**src/rtl/replica_pkg.sv**
```systemverilog
// ----------------------------------------------------------------------------
// replica_pkg
// Shared sizing and types for the replica ordering store and its host port.
//   city_num / city_num_log       : cities per tour and city index width
//   replica_num / replica_num_log : replicas held in the ordering RAM
//   ordering_beat_t               : 8-city host beat, byte 7 = first city
//   ordering_state_t              : host port transfer states
// ----------------------------------------------------------------------------
package replica_pkg;

    localparam int city_num        = 31;
    localparam int city_num_log    = $clog2(city_num);
    localparam int replica_num     = 32;
    localparam int replica_num_log = $clog2(replica_num);

    typedef logic [7:0][7:0] ordering_beat_t;

    typedef enum logic [1:0] {
        IDLE,
        W_UNPACK,
        R_FETCH,
        R_PRESENT
    } ordering_state_t;

endpackage

```
**src/rtl/ordering_beat_shifter.sv**
```systemverilog
// ----------------------------------------------------------------------------
// ordering_beat_shifter
// 64-bit byte shifter shared by the write (unpack) and read (pack) paths.
// A shift moves every byte up one position: byte 7 leaves (the head, which
// the top module reads as the next city to write) and shift_in enters at
// byte 0. A write path shift simply presents zero on shift_in.
//   clk, reset : clock, synchronous active-high clear
//   load       : replace the whole beat with load_data (priority over shift)
//   shift      : shift one byte toward byte 7, shift_in enters byte 0
//   beat       : current register contents
// ----------------------------------------------------------------------------
module ordering_beat_shifter
    import replica_pkg::*;
(
    input  logic           clk,
    input  logic           reset,
    input  logic           load,
    input  ordering_beat_t load_data,
    input  logic           shift,
    input  logic [7:0]     shift_in,
    output ordering_beat_t beat
);

    always_ff @(posedge clk) begin
        if (reset) begin
            beat <= '0;
        end else if (load) begin
            beat <= load_data;
        end else if (shift) begin
            beat <= {beat[6:0], shift_in};
        end
    end

endmodule

```
**src/rtl/ordering_port.sv**
```systemverilog
// ----------------------------------------------------------------------------
// ordering_port
// Host-side slave of the ordering RAM. A write transfer accepts 8-city beats
// and unpacks them one city per cycle into the RAM; a read transfer fetches
// cities one per cycle and packs them 8 per beat. Each transfer covers one
// replica's tour; the replica pointer then advances, wrapping to 0.
//   clk, reset          : clock, synchronous active-high reset
//   ordering_write      : host write transfer in progress
//   ordering_wdata      : write beat, byte 7 = first city of the beat
//   ordering_read       : host read transfer in progress
//   ordering_ready      : 1-cycle pulse, write beat taken / read beat valid
//   ordering_out_valid  : 1-cycle pulse with ordering_ready on read beats
//   ordering_out_data   : read beat, byte 7 = first city, held between beats
//   run_busy            : optimiser owns the RAM, no new beat may start
//   xfer_restart        : pointer to replica 0 and abort any transfer
//   mem_we / mem_re     : RAM write / read strobes
//   mem_replica         : RAM replica address
//   mem_city            : RAM city address
//   mem_wdata           : city value written
//   mem_rdata           : RAM read data, one cycle after mem_re
// ----------------------------------------------------------------------------
module ordering_port
    import replica_pkg::*;
#(
    parameter int CITY_NUM    = city_num,
    parameter int CITY_LOG    = city_num_log,
    parameter int REPLICA_NUM = replica_num,
    parameter int REPLICA_LOG = replica_num_log
) (
    input  logic                   clk,
    input  logic                   reset,
    input  logic                   ordering_write,
    input  logic [7:0][7:0]        ordering_wdata,
    input  logic                   ordering_read,
    output logic                   ordering_ready,
    output logic                   ordering_out_valid,
    output logic [7:0][7:0]        ordering_out_data,
    input  logic                   run_busy,
    input  logic                   xfer_restart,
    output logic                   mem_we,
    output logic                   mem_re,
    output logic [REPLICA_LOG-1:0] mem_replica,
    output logic [CITY_LOG-1:0]    mem_city,
    output logic [7:0]             mem_wdata,
    input  logic [7:0]             mem_rdata
);

    localparam logic [CITY_LOG-1:0]    CITY_LAST    = CITY_LOG'(CITY_NUM - 1);
    localparam logic [REPLICA_LOG-1:0] REPLICA_LAST = REPLICA_LOG'(REPLICA_NUM - 1);

    ordering_state_t state, state_nxt;

    logic [CITY_LOG-1:0]    city_cnt;
    logic [REPLICA_LOG-1:0] replica_ptr;
    logic [3:0]             beat_len;
    logic [3:0]             beat_len_new;
    logic [3:0]             beat_idx;
    logic                   rd_valid;
    logic                   ready_q;
    logic                   valid_q;
    ordering_beat_t         out_q;

    // FSM decode
    logic           beat_start;
    logic           write_accept;
    logic           beat_done;
    logic           abort;
    logic           we_strobe;
    logic           re_strobe;
    logic           sh_load;
    ordering_beat_t sh_load_data;
    logic           sh_shift;
    logic [7:0]     sh_in;
    ordering_beat_t sh_beat;

    logic           last_city;
    logic [2:0]     pad_bytes;
    logic [63:0]    fill_raw;
    logic [63:0]    fill_beat;

    // Cities left in the tour, capped at one beat; city_cnt never reaches
    // CITY_NUM, so this is always at least 1.
    assign beat_len_new = ((CITY_NUM - int'(city_cnt)) >= 8) ? 4'd8
                                                             : 4'(CITY_NUM - int'(city_cnt));
    assign last_city    = (city_cnt == CITY_LAST);

    // The final byte is merged straight from mem_rdata, then the beat is
    // left-aligned so the first city lands in byte 7 and the pad bytes of a
    // short beat come out as zero.
    assign pad_bytes = 3'(4'd8 - beat_len);
    assign fill_raw  = {sh_beat[6:0], mem_rdata};
    assign fill_beat = fill_raw << {pad_bytes, 3'b000};

    ordering_beat_shifter u_shifter (
        .clk       (clk),
        .reset     (reset),
        .load      (sh_load),
        .load_data (sh_load_data),
        .shift     (sh_shift),
        .shift_in  (sh_in),
        .beat      (sh_beat)
    );

    always_ff @(posedge clk) begin
        if (reset || xfer_restart) begin
            state <= IDLE;
        end else begin
            state <= state_nxt;
        end
    end

    always_comb begin
        state_nxt    = state;
        beat_start   = 1'b0;
        write_accept = 1'b0;
        beat_done    = 1'b0;
        abort        = 1'b0;
        we_strobe    = 1'b0;
        re_strobe    = 1'b0;
        sh_load      = 1'b0;
        sh_load_data = '0;
        sh_shift     = 1'b0;
        sh_in        = '0;

        unique case (state)
            IDLE: begin
                if (ordering_write && !run_busy) begin
                    state_nxt    = W_UNPACK;
                    beat_start   = 1'b1;
                    write_accept = 1'b1;
                    sh_load      = 1'b1;
                    sh_load_data = ordering_wdata;
                end else if (ordering_read && !run_busy) begin
                    state_nxt  = R_FETCH;
                    beat_start = 1'b1;
                    sh_load    = 1'b1;
                end else if (!ordering_write && !ordering_read && (city_cnt != '0)) begin
                    abort = 1'b1;
                end
            end
            W_UNPACK: begin
                we_strobe = 1'b1;
                sh_shift  = 1'b1;
                if (beat_idx == beat_len - 4'd1) begin
                    state_nxt = IDLE;
                end
            end
            R_FETCH: begin
                // One extra cycle after the last mem_re waits for its data.
                re_strobe = (beat_idx < beat_len);
                sh_shift  = rd_valid;
                sh_in     = mem_rdata;
                if (beat_idx == beat_len) begin
                    state_nxt = R_PRESENT;
                    beat_done = 1'b1;
                end
            end
            R_PRESENT: begin
                state_nxt = IDLE;
            end
            default: begin
                state_nxt = IDLE;
            end
        endcase
    end

    always_ff @(posedge clk) begin
        if (reset) begin
            city_cnt    <= '0;
            replica_ptr <= '0;
            beat_idx    <= '0;
            beat_len    <= '0;
            rd_valid    <= 1'b0;
            ready_q     <= 1'b0;
            valid_q     <= 1'b0;
            out_q       <= '0;
        end else if (xfer_restart) begin
            city_cnt    <= '0;
            replica_ptr <= '0;
            beat_idx    <= '0;
            rd_valid    <= 1'b0;
            ready_q     <= 1'b0;
            valid_q     <= 1'b0;
        end else begin
            ready_q  <= write_accept | beat_done;
            valid_q  <= beat_done;
            rd_valid <= re_strobe;

            if (beat_start) begin
                beat_idx <= '0;
                beat_len <= beat_len_new;
            end else if (we_strobe || re_strobe) begin
                beat_idx <= beat_idx + 4'd1;
            end

            if (we_strobe || re_strobe) begin
                if (last_city) begin
                    city_cnt    <= '0;
                    replica_ptr <= (replica_ptr == REPLICA_LAST) ? '0
                                                                 : replica_ptr + REPLICA_LOG'(1);
                end else begin
                    city_cnt <= city_cnt + CITY_LOG'(1);
                end
            end else if (abort) begin
                city_cnt <= '0;
            end

            if (beat_done) begin
                out_q <= fill_beat;
            end
        end
    end

    assign ordering_ready     = ready_q;
    assign ordering_out_valid = valid_q;
    assign ordering_out_data  = out_q;
    assign mem_we             = we_strobe;
    assign mem_re             = re_strobe;
    assign mem_replica        = replica_ptr;
    assign mem_city           = city_cnt;
    assign mem_wdata          = we_strobe ? sh_beat[7] : '0;

endmodule

```
**config.mk**
```make
export PLATFORM = sky130hd
export DESIGN_NAME = ordering_port
export DESIGN_NICKNAME = d
export VERILOG_FILES = /design/src/rtl/replica_pkg.sv /design/src/rtl/ordering_beat_shifter.sv /design/src/rtl/ordering_port.sv
export SDC_FILE = /design/constraint.sdc
export NUM_CORES = 1
export LEC_CHECK = 0
export CORE_MARGIN = 2
export CORE_UTILIZATION = 47
export CTS_CLUSTER_SIZE = 16
export DETAILED_ROUTE_END_ITERATION = 8
export PLACE_DENSITY = 0.79
export SETUP_SLACK_MARGIN = 0.05
export SLEW_MARGIN = 20
export SYNTH_ARGS = -nofsm -noshare
export SYNTH_HDL_FRONTEND = slang
export SYNTH_SLANG_ARGS = --single-unit
```
**constraint.sdc**
```tcl
create_clock -name clk -period 2.4 [get_ports clk]
set_input_delay 0.48 -clock clk [delete_from_list [all_inputs] [get_ports clk]]
set_output_delay 0.48 -clock clk [all_outputs]
set_load 0.02 [all_outputs]
```
==> metrics.md <==
| Metric | Value |
|---|---|
| Outcome | `finished clean` |
| Initial core utilization | `47.51%` |
| Share of layout cells above drive strength 1 | `12.63%` |
| Synth Cell Area | `0.007795 mm²` |
| Yosys warning total | `0` |
| Logic pwr share | `14.9%` |
| FMAX | `439.9 MHz` |
| Non-filler cells, final | `1249` |
| Final worst setup slack | `0.1268 ns` |
| Max Cap Viol | `0` |
| Final HPWL from detailed placement | `17.71 mm` |
| # rows | `47` |
| Worst vdd ir | `0.0005793 V` |
| Port Buf Inserts | `163` |
| Syn avg cell area | `8.898 µm²` |
| H-tree lvl count | `4` |
| Routed length per instance | `19.63 µm` |
| Commonest non-fill, non-tap cell in the layout | `clkdlybuf4s50_1` |
| Fillers | `1288` |
| Min Tclk post-route | `2.273 ns` |
| Post-Place Worst Slack | `0.04534 ns` |
| CTS Hold Buffers Added | `0` |
| Post-synthesis cell count | `876` |
| Router iterations before antenna repair | `7` |
| Total vias in the final route | `7617` |
| TNS Setup | `0 ns` |
| Clock latency on the worst-skew pair | `0.44 ns` |
| Initial drt markers | `929` |
| Register area | `0.003024 mm²` |
| Critical Path AT | `1.79 ns` |
| Worst hold slack | `0.4515 ns` |
| First-pass GRT wire length | `38.63 mm` |
| Critical setup path kind | `reg2out` |
| All-Layer GR Usage | `27.88%` |
| Internal power | `4.908 mW` |
| Inst Count DP | `1214` |
| GRT Residual Overflow | `0` |
| Worst Hold Class | `reg2reg` |
| Die Footprint | `0.01763 mm²` |
| CTS clock-pin slew for the worst setup and hold paths | `0.06 ns` |
| Total detailed-routing wirelength | `24.52 mm` |
| DRC violations left | `0` |
| Sequential Power Share | `42.3%` |
| Largest net degree at the start of global routing | `76` |
| Max-Slew Margin vs Limit | `46.98%` |
| Layout area overhead | `34.72%` |
| Post-synth ARST share | `0%` |
| Cell Area, Placed | `0.009806 mm²` |
| Synth unique cells | `46` |
| Clk pwr share | `42.8%` |
| Seq cells post-synth | `151` |
| Clock skew | `0.008211 ns` |
| Sink Count | `151` |
| Vias in the first global route | `6918` |
| Top_reg_cell synth | `dfxtp_1` |
| Final GP Congestion | `0.9100` |
| CTS Buffer Depth | `2` |
| Core area | `0.01641 mm²` |
| Worst path required time | `1.92 ns` |
| Total power | `6.681 mW` |
| Final worst path period share | `94.71%` |
| Vias/cell | `6.098` |
| Commonest non-fill, non-tap cells in the layout | `clkdlybuf4s50_1, dfxtp_1, nor2_1, a22oi_1, nand2_1` |
| Antenna violations before repair | `0` |
| Chip Height | `132.8 µm` |
| Max-slew violation count | `0` |
| Total Nets Final | `1108` |
| Final core occ | `64.01%` |
| PwrDens | `636.2 mW/mm²` |
| Crit path max fanout | `3` |
| Worst Max-Slew Pin Slew | `0.7954 ns` |
| EDFF count, synth | `0` |
| Startpoint type of the worst setup path | `register` |
| CP endpoint kind | `output pin` |
| CTS tree | `yes` |
| Hold Violations, Final | `0` |
| Syn nets | `968` |
| Switch share | `26.54%` |
| Leakage | `3.543 nW` |
| # setup viols final | `0` |
| DRT antenna net count | `0` |
| RSZ-0062 raised after global routing | `false` |
| CTS Buf Count | `17` |
| Fin area | `0.01050 mm²` |
| Root buffer cell | `clkbuf_16` |
| IO Pins | `164` |
| Post-synthesis sequential area ratio | `38.78%` |
| ANT cells | `0` |
| P_sw | `1.773 mW` |
| Die width | `132.8 µm` |
| Multi-input logic area | `0.004442 mm²` |
flip-flops by register name, indices dropped and copies added, names as in the netlist:
register / count
beat_idx: 4
beat_len: 4
mem_city: 5
mem_replica: 5
ordering_out_data: 64
ordering_out_valid: 1
ordering_ready: 1
rd_valid: 1
state: 2
u_shifter.beat: 64
cells by family (layout without fill, tap and decap cells):
family	after synthesis	count (layout)	share of synthesized area, %
compound gates	254	254	23.23
xor+xnor	7	8	1.027
fa+ha+maj	14	14	2.247
buf+inv	98	250	5.409
flops	151	151	38.78
mux	62	62	12.76
simple gates	290	290	16.55
area by class of cell:
class,count,area share [%]
clock buffer,21,4.385
clock inverter,11,1.632
inverter,13,0.5004
multi-input combinational,628,42.30
sequential,151,28.80
tap,220,2.621
timing repair buffer,205,19.77
power groups by stage:
stage / clock network, mW / logic (mW) / registers (mW)
final: 2.86 / 0.993 / 2.83
after global routing: 2.97 / 1.08 / 2.84
after CTS: 2.86 / 0.979 / 2.81
after detailed placement: 0 / 0.970 / 2.87
after global placement: 0 / 0.955 / 2.86
after floorplan: 0 / 0.545 / 2.82
cells in the mapped netlist (25+ instances only):
library cell  number  area, µm²
nand3_1           36      180.2
buf_2             25      125.1
a211oi_1          74      555.5
a311oi_1          27      236.5
clkbuf_1          51      191.4
nor2_1           125      469.2
o21ai_0           29      145.1
a22oi_1           80      600.6
nand2_1           78      292.8
a21oi_1           29      145.1
dfxtp_1          151       3023
mux4_2            29      653.1
what timing repair did:
item,CTS,global route
buffers inserted,1,1
setup endpoints to repair,10,27
gates resized for setup,9,9
endpoints found under the hold margin,0,0
cloned,0,1
pin swaps,1,3
worst max-delay path, stage by stage (launching register included):
cell and delay [ns]:
dfxtp_1 0.36, inv_2 0.07, ha_1 0.30, nor2b_1 0.13, o211ai_1 0.19, and2_1 0.17
buf_4 0.14
metal layers:
metal / part of all wire (%) / wire length, µm / track usage (%)
met2: 44 / 10790 / 40.27
met4: 2.5 / 603 / 10.33
met1: 45 / 11030 / 41.97
met3: 8.6 / 2104 / 4.176
met5: 0 / 0 / 0
worst paths after layout:
path                                            start                     to  slack, ns  depth (start not counted)
worst max register to register               state[0]      u_shifter.beat[5]       0.16                          7
worst min-delay path            ordering_out_data[19]  ordering_out_data[19]       0.45                          2
worst max-delay path                      beat_len[1]                 mem_re       0.13                          6
worst min register to register  ordering_out_data[19]  ordering_out_data[19]       0.45                          2
No activity file was read; power rests on OpenSTA's default activity.
